### src/rtl/tdm_demux4_pkg.sv
// -----------------------------------------------------------------------------
// tdm_demux4_pkg
//   Shared definitions for the four-channel TDM demultiplexer.
//   - state_t        : framing state (HUNT = searching for sync, LOCKED = in frame)
//   - SLOT_A..SLOT_D : slot indices for channels a..d
//   - NUM_SLOTS      : number of channels (slots) per frame
// -----------------------------------------------------------------------------
package tdm_demux4_pkg;

  typedef enum logic {
    HUNT   = 1'b0,
    LOCKED = 1'b1
  } state_t;

  localparam int NUM_SLOTS = 4;

  localparam logic [1:0] SLOT_A = 2'd0;
  localparam logic [1:0] SLOT_B = 2'd1;
  localparam logic [1:0] SLOT_C = 2'd2;
  localparam logic [1:0] SLOT_D = 2'd3;

endpackage : tdm_demux4_pkg

### src/rtl/tdm_slot_ctr.sv
// -----------------------------------------------------------------------------
// tdm_slot_ctr
//   Two-bit slot counter for the TDM demultiplexer.
//   The counter holds the index of the next expected slot.
//
// Ports:
//   clk      in   rising-edge clock
//   reset    in   asynchronous, active-high; slot returns to SLOT_A
//   clear    in   force slot back to SLOT_A (framing lost)
//   load     in   sync beat accepted as slot 0; next expected slot is SLOT_B
//   advance  in   ordinary beat accepted in the current slot
//   slot     out  index of the next expected slot
//   wrap     out  the beat being accepted is the last slot of the frame
//
// Priority: clear > load > advance.
// -----------------------------------------------------------------------------
module tdm_slot_ctr
  import tdm_demux4_pkg::*;
(
  input  logic       clk,
  input  logic       reset,
  input  logic       clear,
  input  logic       load,
  input  logic       advance,
  output logic [1:0] slot,
  output logic       wrap
);

  // NOTE: sequential state is written only with non-blocking assignments so
  // every register samples the pre-edge values of its neighbours.
  always_ff @(posedge clk or posedge reset) begin
    if (reset) begin
      slot <= SLOT_A;
    end else if (clear) begin
      slot <= SLOT_A;
    end else if (load) begin
      slot <= SLOT_B;
    end else if (advance) begin
      // Two-bit add wraps SLOT_D back to SLOT_A, matching NUM_SLOTS = 4.
      slot <= slot + 2'd1;
    end
  end

  // Only an ordinary beat can close a frame; a sync beat always restarts one.
  assign wrap = advance && (slot == SLOT_D);

endmodule : tdm_slot_ctr

### src/rtl/tdm_demux4.sv
// -----------------------------------------------------------------------------
// tdm_demux4
//   Receive-side TDM demultiplexer: splits a four-slot time-division stream
//   (slot 0 flagged by sync) back onto four registered channel outputs.
//
// Parameters:
//   WIDTH        sample width of din and of each channel output
//   REQUIRE_SYNC 1: every frame must start with sync on slot 0
//                0: sync is only needed to acquire lock
//
// Ports:
//   clk          in   rising-edge clock
//   reset        in   asynchronous, active-high; clears all state at once
//   din          in   sample for the current slot
//   din_valid    in   din carries a beat this cycle (otherwise ignored)
//   sync         in   beat is slot 0 (qualified by din_valid)
//   a, b, c, d   out  channel samples of the last complete frame
//   frame_valid  out  one-cycle pulse: a..d were updated this cycle
//   locked       out  high while in LOCKED state
//   sync_err     out  one-cycle pulse on a framing violation
//   slot         out  index of the next expected slot
//
// Pipeline: a beat is captured into the shadow registers on the edge it is
// sampled; frame completion and framing errors are flagged on that edge and
// turned into outputs on the following edge.  Because each beat produces at
// most one of the two flags, frame_valid and sync_err can never coincide.
// -----------------------------------------------------------------------------
module tdm_demux4
  import tdm_demux4_pkg::*;
#(
  parameter int WIDTH        = 1,
  parameter bit REQUIRE_SYNC = 1'b1
) (
  input  logic             clk,
  input  logic             reset,
  input  logic [WIDTH-1:0] din,
  input  logic             din_valid,
  input  logic             sync,
  output logic [WIDTH-1:0] a,
  output logic [WIDTH-1:0] b,
  output logic [WIDTH-1:0] c,
  output logic [WIDTH-1:0] d,
  output logic             frame_valid,
  output logic             locked,
  output logic             sync_err,
  output logic [1:0]       slot
);

  state_t           state;
  logic [WIDTH-1:0] shadow [NUM_SLOTS];
  logic [1:0]       slot_q;

  // Beat decode
  logic ctr_clear;    // slot-0 beat without sync in strict mode: drop lock
  logic ctr_load;     // sync beat: (re)start a frame at slot 0
  logic ctr_advance;  // ordinary in-frame beat
  logic ctr_wrap;     // ordinary beat in the last slot
  logic violation;    // early sync or missing sync

  // Stage between capture and commit
  logic commit_pend;
  logic err_pend;

  // ---------------------------------------------------------------------------
  // Beat classification
  // ---------------------------------------------------------------------------
  // NOTE: every signal driven here gets a default first, so no path leaves it
  // unassigned and no latch is inferred.
  always_comb begin
    ctr_clear   = 1'b0;
    ctr_load    = 1'b0;
    ctr_advance = 1'b0;
    violation   = 1'b0;
    if (din_valid) begin
      unique case (state)
        HUNT: begin
          ctr_load = sync;
        end
        LOCKED: begin
          if (sync) begin
            // A sync always starts a new frame; outside slot 0 the partial
            // frame is abandoned and reported.
            ctr_load  = 1'b1;
            violation = (slot_q != SLOT_A);
          end else if (REQUIRE_SYNC && (slot_q == SLOT_A)) begin
            ctr_clear = 1'b1;
            violation = 1'b1;
          end else begin
            ctr_advance = 1'b1;
          end
        end
        default: ;
      endcase
    end
  end

  tdm_slot_ctr u_slot_ctr (
    .clk     (clk),
    .reset   (reset),
    .clear   (ctr_clear),
    .load    (ctr_load),
    .advance (ctr_advance),
    .slot    (slot_q),
    .wrap    (ctr_wrap)
  );

  assign slot   = slot_q;
  assign locked = (state == LOCKED);

  // ---------------------------------------------------------------------------
  // Capture stage: framing state and shadow registers
  // ---------------------------------------------------------------------------
  // NOTE: the four shadow registers are reset because a reset must leave no
  // trace of a partial frame; a deeper buffer would normally be left unreset.
  always_ff @(posedge clk or posedge reset) begin
    if (reset) begin
      state       <= HUNT;
      commit_pend <= 1'b0;
      err_pend    <= 1'b0;
      for (int i = 0; i < NUM_SLOTS; i++) begin
        shadow[i] <= '0;
      end
    end else begin
      commit_pend <= ctr_wrap;
      err_pend    <= violation;

      if (ctr_load) begin
        shadow[SLOT_A] <= din;
        state          <= LOCKED;
      end else if (ctr_advance) begin
        shadow[slot_q] <= din;
      end else if (ctr_clear) begin
        state <= HUNT;
      end
    end
  end

  // ---------------------------------------------------------------------------
  // Commit stage: outputs update together one edge after the last beat.
  // A back-to-back slot-0 beat may overwrite shadow[0] on this same edge; the
  // commit still picks up the completed frame's value.
  // ---------------------------------------------------------------------------
  always_ff @(posedge clk or posedge reset) begin
    if (reset) begin
      a           <= '0;
      b           <= '0;
      c           <= '0;
      d           <= '0;
      frame_valid <= 1'b0;
      sync_err    <= 1'b0;
    end else begin
      frame_valid <= commit_pend;
      sync_err    <= err_pend;
      if (commit_pend) begin
        a <= shadow[SLOT_A];
        b <= shadow[SLOT_B];
        c <= shadow[SLOT_C];
        d <= shadow[SLOT_D];
      end
    end
  end

endmodule : tdm_demux4

### config.mk
export PLATFORM = sky130hd
export DESIGN_NAME = tdm_demux4
export DESIGN_NICKNAME = d
export VERILOG_FILES = /design/src/rtl/tdm_demux4_pkg.sv /design/src/rtl/tdm_slot_ctr.sv /design/src/rtl/tdm_demux4.sv
export SDC_FILE = /design/constraint.sdc
export NUM_CORES = 1
export LEC_CHECK = 0
export CORE_UTILIZATION = 47
export DETAILED_ROUTE_END_ITERATION = 8
export PLACE_DENSITY = 0.74
export SKIP_LAST_GASP = 1
export SYNTH_ARGS = -nofsm -noshare
export SYNTH_HDL_FRONTEND = slang
export SYNTH_SLANG_ARGS = --single-unit
### constraint.sdc
create_clock -name clk -period 2.1 [get_ports clk]
set_input_delay 0.21 -clock clk [delete_from_list [all_inputs] [get_ports clk]]
set_output_delay 0.21 -clock clk [all_outputs]
set_load 0.05 [all_outputs]
* After elaboration in Yosys (flattened, before gate mapping)
Cells that the tools add are included.
Word-level totals: register bits after elaboration 15, output and inout bits 9, logic and storage cells 56
Cells by class: $add $sub $neg 1, order comparisons 2, equal/unequal tests 2, mux-type cells 25, bitwise gates (word level) 3, reductions and logical operators 9
Operators by type and width (number):
- 1-bit 2-to-1 mux | 18
- 2-bit 2-to-1 mux | 3
- 2-bit nonzero test | 3
- 4-bit bitwise mux | 1
- 4-bit 2-to-1 mux | 1
- 2-bit AND reduction | 2
- 3-bit >= comparator, second input constant | 1
- 3-bit by 1-bit < comparator with 1-bit output, second input constant | 1
- 2-bit NOT with 3-bit output | 1
- 3-bit nonzero test | 1
- 2-bit by 1-bit adder with 2-bit output, second input constant | 1
- 1-bit demux with 2-bit select | 1
- 2-bit equality test, second input constant | 1
- 1-bit logical AND | 2
- 2-bit zero test | 1
- 2-bit inequality test, second input constant | 1
- 1-bit NOT | 2
- 1-bit case mux with 2 select lines | 1

* Logic depth before layout (Yosys ltp)
Gate-level depths: netlist of the first run.
word-level depth 8, gate-level depth with buffers 6, mapped depth without buffers 6

* By module
Synthesis of the first run repeated with hierarchy kept, for this count alone.
Second synthesis, totals: cell total of the unflattened synthesis 46, area, all modules 625.6 µm²
By module, submodules not included:
- tdm_demux4 | instances 1, cells an instance 36, area each 519.2 µm²
- tdm_slot_ctr | instances 1, cells an instance 10, area each 106.4 µm²

* Worst setup path after synthesis of the first run
No wires, ideal clock.
path type register to register, start register u_slot_ctr.slot[0], end register shadow[0] (netlist name), library setup time 125 ps, data arrival time 1841 ps, data required time 1975 ps, setup slack 134 ps, stages on the path, launching flop included 6, buffers on the path 0, period minus slack after synthesis 1966 ps, cells stage by stage dfrtp_1 -> inv_1 -> ha_1 -> and4bb_4 -> and2_4 -> mux2_4
Between the ends: longest elaborated chain between the ends 6
RTL lines:
- from (decl) | RTL line tdm_slot_ctr.sv:25 | output logic [1:0] slot,
- from (signal assigned) | RTL line tdm_slot_ctr.sv:40 | slot <= slot + 2'd1;
- 2-bit NOT with 3-bit output (not written as such) / 2-bit zero test (equally long branches) | RTL line tdm_demux4.sv:131, tdm_demux4.sv:85
- 3-bit >= comparator (not written as such) (tied with other cells) | RTL line tdm_demux4.sv:131 | shadow[slot_q] <= din;
- 1-bit logical AND (not written as such) / 1-bit 2-to-1 mux (equally long branches) | RTL line tdm_demux4.sv:131, tdm_demux4.sv:80
- 1-bit 2-to-1 mux (on tied branches) | RTL line tdm_demux4.sv:131, tdm_demux4.sv:75
- 1-bit demux with 2-bit select / 1-bit 2-to-1 mux (equally long branches) | RTL line tdm_demux4.sv:131, tdm_demux4.sv:74
- 4-bit bitwise mux / 2-bit AND reduction (equally long branches)
- to (signal, indexed assignment) | RTL line tdm_demux4.sv:128 | shadow[SLOT_A] <= din;
- to (signal, indexed assignment) | RTL line tdm_demux4.sv:131
- to (decl) | RTL line tdm_demux4.sv:50 | logic [WIDTH-1:0] shadow [NUM_SLOTS];
Several ways; a longest one is shown, not always the timed one. A chain may end at the register's enable or synchronous reset.

* Worst setup path after layout of the first run
start register state, in the netlist locked, end output port locked
RTL lines:
- from (decl) | RTL line tdm_demux4.sv:49 | state_t state;
- from (signal assigned) | RTL line tdm_demux4.sv:117 | state <= HUNT;
- from (signal assigned) | RTL line tdm_demux4.sv:129 | state <= LOCKED;
- from (signal assigned) | RTL line tdm_demux4.sv:133 | state <= HUNT;
- to (decl) | RTL line tdm_demux4.sv:44 | output logic locked,
No word-level cell between the ends.

==> flow_summary.toml, run 1 <==
[clock_tree]
clockBufferDepth = 2
post_cts_resize_count = 0
ctsRootBufferMaster = "clkbuf_4"
cts_buffers = 3
clock_latency_ns = 0.27
ctsHoldBuffers = 0
cts_tree = "yes"
cts_post_setup_buffers_inserted = 0
cts.clk_slew.worst_paths_ns = 0.08
htree_num_levels = 1
cts.sinks = 15

[grt]
antenna_found_initial = 0
grt_overflow = 0
grt_max_degree = 16
grtUsageTotal_pct = 16.9
grt_pass1_wl_um = 1660
grt_pass1_vias = 402

[final_layout]
drive_above_1_share_pct = 18.8
area_growth_pct = 26.3
nets = 81
instances_no_fill = 84
final_core_util_pct = 63.9
antenna_cells = 0

[worst_hold_path]
hp-class = "input port to asynchronous set/reset pin"

[timing]
timing.hold.ws_ns = 0.275
finClkSkew_ns = 0.00248
relSlewSlack_pct = 64.2
hold_viol = 0
tns_ns = 0
setup_ws_ns = 0.343
tightest_slew_ns = 0.537
fmax_ghz = 0.569
fin_crit_ns = 1.76
grt_setup_unrepaired = "no"
drv_slew = 0
finalCritPeriodShare_pct = 83.6
setup_viol = 0

[setup_path]
cp_max_fo = 6
max_stage_delay_ns = 0.84
path_cells = "clkdlybuf4s50_1"
crit_end = "locked"
cp_top_family = "buffers and inverters"
ff2ff_setup_slack_ns = 0.38
reg2reg_to = "shadow[0]"
crit_buf_inv = 1
r2r_cells = 5
slowest_stage = "clkdlybuf4s50_1"
critical_path_class = "flip-flop to output pin"
endpoint_kind = "output pin"
required_ns = 1.89
cp-startpoint = "locked"
cp_num_cells = 1
r2r-start = "u_slot_ctr.slot[0]"
arrival_ns = 1.55
start_kind = "flip-flop"

[power]
peakVddDrop_mv = 0.643
clock_power_share_pct = 13.4
power_switching_mw = 0.474
p_leak_nw = 0.403
p_sw_share_pct = 41.0
power.internal_mw = 0.682
p_per_area_mw_per_mm2 = 1370
seqPwrFrac_pct = 38.5
combPwrFrac_pct = 48.1

[synthesis]
seq_area_frac_synth_pct = 56.3
syn_avg_cell_area_sq_um = 12.8
synth.net_count = 63
netlist_area_sq_um = 667
synth-seq-cells = 15
netlist_instances = 52
ys_types = 15
yosys_warnings = 0

[drt]
routed_wl_um = 1020
dr.pass1.iters = 2
wl_per_cell_um = 12.2
route.vias.total = 414
drt_iter0_markers = 2
viasPerCell = 4.93
post-route-drc-count = 0
ant_nets = 0

[placed_design]
dp_cells = 80
place_hpwl_um = 809
gp_congestion = 0.752
post-place-ws_ns = 0.416
port_buffers = 13

[die]
core-area_sq_mm = 0.00132
die_h_um = 39.7
die_x_um = 39.7
start_util_pct = 50.6
die_area_sq_mm = 0.00157
rows = 13
io_pins = 14

[run_status]
outcome = "completed"

[flow_run]
drv_cap = 0
==> final cells by class <==
class / count / area (sq um)
Multi-Input combinational cell: 33 / 277
Sequential cell: 15 / 375
Fill cell: 107 / 475
Timing Repair Buffer: 13 / 130
Tap cell: 15 / 18.8
Inverter: 4 / 15.0
Clock buffer: 4 / 26.3
==> how the worst min path moves through the flow <==
| stage | from | end | slack [ns] | cells after the start |
|---|---|---|---|---|
| floorplan | reset | a | 0.11 | 1 |
| global placement | err_pend | sync_err | 0.33 | 0 |
| detailed placement | err_pend | sync_err | 0.34 | 0 |
| CTS | reset | shadow[0] | 0.29 | 2 |
| global route | reset | shadow[0] | 0.36 | 2 |
| finish | reset | shadow[0] | 0.27 | 2 |
==> synth_stat cells <==
library cell / number / area (sq um)
dfrtp_1: 15 / 375
nand2_1: 8 / 30.0
mux2_2: 7 / 78.8
ha_1: 6 / 75.1
inv_1: 4 / 15.0
a21oi_1: 2 / 10.0
nor2_1: 2 / 7.51
a2bb2oi_1: 1 / 8.76
and2_4: 1 / 8.76
and4bb_4: 1 / 16.3
mux2_4: 1 / 15.0
mux2i_1: 1 / 10.0
nand3_1: 1 / 5.00
nor2b_1: 1 / 6.26
o21ai_0: 1 / 5.00
==> sequential cells by signal, summed over array words and instances (netlist names) <==
register	count
shadow	4
u_slot_ctr.slot	2
a	1
b	1
c	1
commit_pend	1
d	1
err_pend	1
frame_valid	1
locked	1
sync_err	1
==> routing by layer <==
metal  vias up  wire length, um  GRT usage (%)
met5         -                0              0
li1        205                -              -
met2        12              516           29.9
met3         2               52           3.41
met1       195              445           17.9
met4         0               10           10.3
==> through the flow <==
step / cell area [sq um] / total power, mW
final: 842 / 1.16
after floorplan: 667 / 0.837
after global placement: 816 / 1.00
after detailed placement: 816 / 1.01
after global routing: 842 / 1.23
after CTS: 842 / 1.17
==> power groups by stage <==
stage                     logic (mW)  clock network (mW)  registers [mW]
after global placement         0.551                   0           0.451
after floorplan                0.195                   0           0.642
final                          0.556               0.155           0.446
after CTS                      0.560               0.163           0.449
after global routing           0.596               0.177           0.461
after detailed placement       0.557                   0           0.454
==> cell usage in the layout, fill, tap and decap left out, types with 2 or more instances in the layout <==
cell and instances:
mux2_2 7, nor2_1 2, clkdlybuf4s50_1 13, ha_1 6, nand2_1 8, dfrtp_1 15
a21oi_1 2, clkbuf_4 3, inv_1 4
==> kinds of logic (layout without fill, tap and decap cells) <==
kind of cell	Yosys count	after routing	synth area share, %
adders and majority gates	6	6	11.3
DFF	15	15	56.3
and+or+nand+nor	14	14	11.1
muxes	9	9	15.6
AOI/OAI and AO/OA	4	4	3.56
buffers and inverters	4	21	2.25
Note: power is estimated with default switching activity, not from simulation.
==> run 2: changes to the inputs <==
clock period = 1.7 ns   (was 2.1 ns; I/O delays follow)
==> run 2 against run 1 <==
- final cell count is 1.2% higher
- flip-flop and latch count stayed put
- sequential power is 26% higher
- critical path depth stayed put
- register-to-register slack worse by 0.25 ns
- non-clock buffer count is 1 higher
- largest power group unchanged
==> flow_summary.toml, run 2 (synthesized netlist as in run 1, its figures left out) <==
[run_status]
outcome = "completed"

[grt]
grt_overflow = 0
use_met2_pct = 25.8
grt_pass1_vias = 425
grt_pass1_wl_um = 1660
grt.met3_usage_pct = 3.41
antenna_found_initial = 0
grt_max_degree = 16
gr-usage-met1_pct = 19.8
grt-busiest-layer = "met2"
grtUsageTotal_pct = 16.3

[setup_path]
required_ns = 1.53
r2r_cells = 5
cp_top_family = "buffers and inverters"
cp_max_fo = 2
crit_buf_inv = 1
arrival_ns = 1.42
r2r-start = "u_slot_ctr.slot[0]"
slowest_stage = "clkdlybuf4s50_1"
critical_path_class = "flip-flop to output pin"
endpoint_kind = "output pin"
path_cells = "clkdlybuf4s50_1"
start_kind = "flip-flop"
reg2reg_to = "shadow[0]"
max_stage_delay_ns = 0.80
ff2ff_setup_slack_ns = 0.13

[drt]
viasPerCell = 5.00
dr.pass1.iters = 3
route.vias.total = 425
drt_iter0_markers = 1
ant_nets = 0
post-route-drc-count = 0
wl_per_cell_um = 11.1
routed_wl_um = 941

[clock_tree]
cts_post_setup_buffers_inserted = 0
htree_num_levels = 1
cts.sinks = 15
cts_tree = "yes"
clockBufferDepth = 2
cts.clk_slew.worst_paths_ns = 0.08
clock_latency_ns = 0.27
cts_buffers = 3
ctsRootBufferMaster = "clkbuf_4"
ctsHoldBuffers = 0
post_cts_resize_count = 0

[power]
p_per_area_mw_per_mm2 = 1690
peakVddDrop_mv = 0.958
finalPower_mw = 1.43
p_leak_nw = 0.405

[die]
die_area_sq_mm = 0.00157
io_pins = 14
core-area_sq_mm = 0.00132
rows = 13
die_h_um = 39.7
die_x_um = 39.7
start_util_pct = 50.6

[placed_design]
place_hpwl_um = 760
port_buffers = 13
post-place-ws_ns = 0.106
dp_cells = 81
gp_congestion = 0.739

[final_layout]
instances_no_fill = 85
final_common_cell = "dfrtp_1"
nets = 82
area_growth_pct = 27.0
top_regs = "shadow x4, u_slot_ctr.slot x2"
antenna_cells = 0
largest_reg_flops = 4
mostFrequentLayoutCells = "13 x dfrtp_1, 10 x clkdlybuf4s50_1, 8 x nand2_1"
largest_register = "shadow"
drive_above_1_share_pct = 31.4

[timing]
tightest_slew_ns = 0.545
timing.hold.ws_ns = 0.232
fmax_ghz = 0.628
tns_ns = 0
relSlewSlack_pct = 63.6
drv_slew = 0
hold_viol = 0
grt_setup_unrepaired = "no"
fin_crit_ns = 1.59
finalCritPeriodShare_pct = 93.7
setup_ws_ns = 0.107
setup_viol = 0
finClkSkew_ns = 0.000622

[flow_run]
drv_cap = 0

[worst_hold_path]
hp-class = "input port to asynchronous set/reset pin"
## run 2: worst max-delay path by stage
stage	startpoint	end	cells after the start
after detailed placement	sync	shadow[0]	4
after global routing	c	c	1
final	c	c	1
after CTS	c	c	1
after global placement	sync	shadow[0]	4
after floorplan	u_slot_ctr.slot[0]	shadow[0]	5
## run 2: layout make-up
cell class | instances | area [sq um]
fill | 112 | 470
sequential | 15 | 378
multi-input combinational | 33 | 279
timing repair buffer | 14 | 130
clock buffer | 4 | 26.3
tap | 15 | 18.8
inverter | 4 | 15.0
## run 2: power breakdown
part	internal [mW]	switching (mW)
Combinational	0.273	0.403
Clock	0.0909	0.103
Sequential	0.478	0.0813
Total	0.842	0.587
## run 2: per-stage QoR
step	utilization, %	area [sq um]
2_1_floorplan	-	672
3_3_place_gp	62.3	821
3_5_place_dp	62.3	821
4_1_cts	64.3	847
5_1_grt	64.3	847
6_report	64.3	847
## run 2: per-layer routing
| layer | part of all wire, % | up-vias |
|---|---|---|
| met5 | 0 | - |
| met4 | 0 | 0 |
| met3 | 3.1 | 0 |
| met2 | 51 | 9 |
| met1 | 45 | 205 |
| li1 | - | 211 |
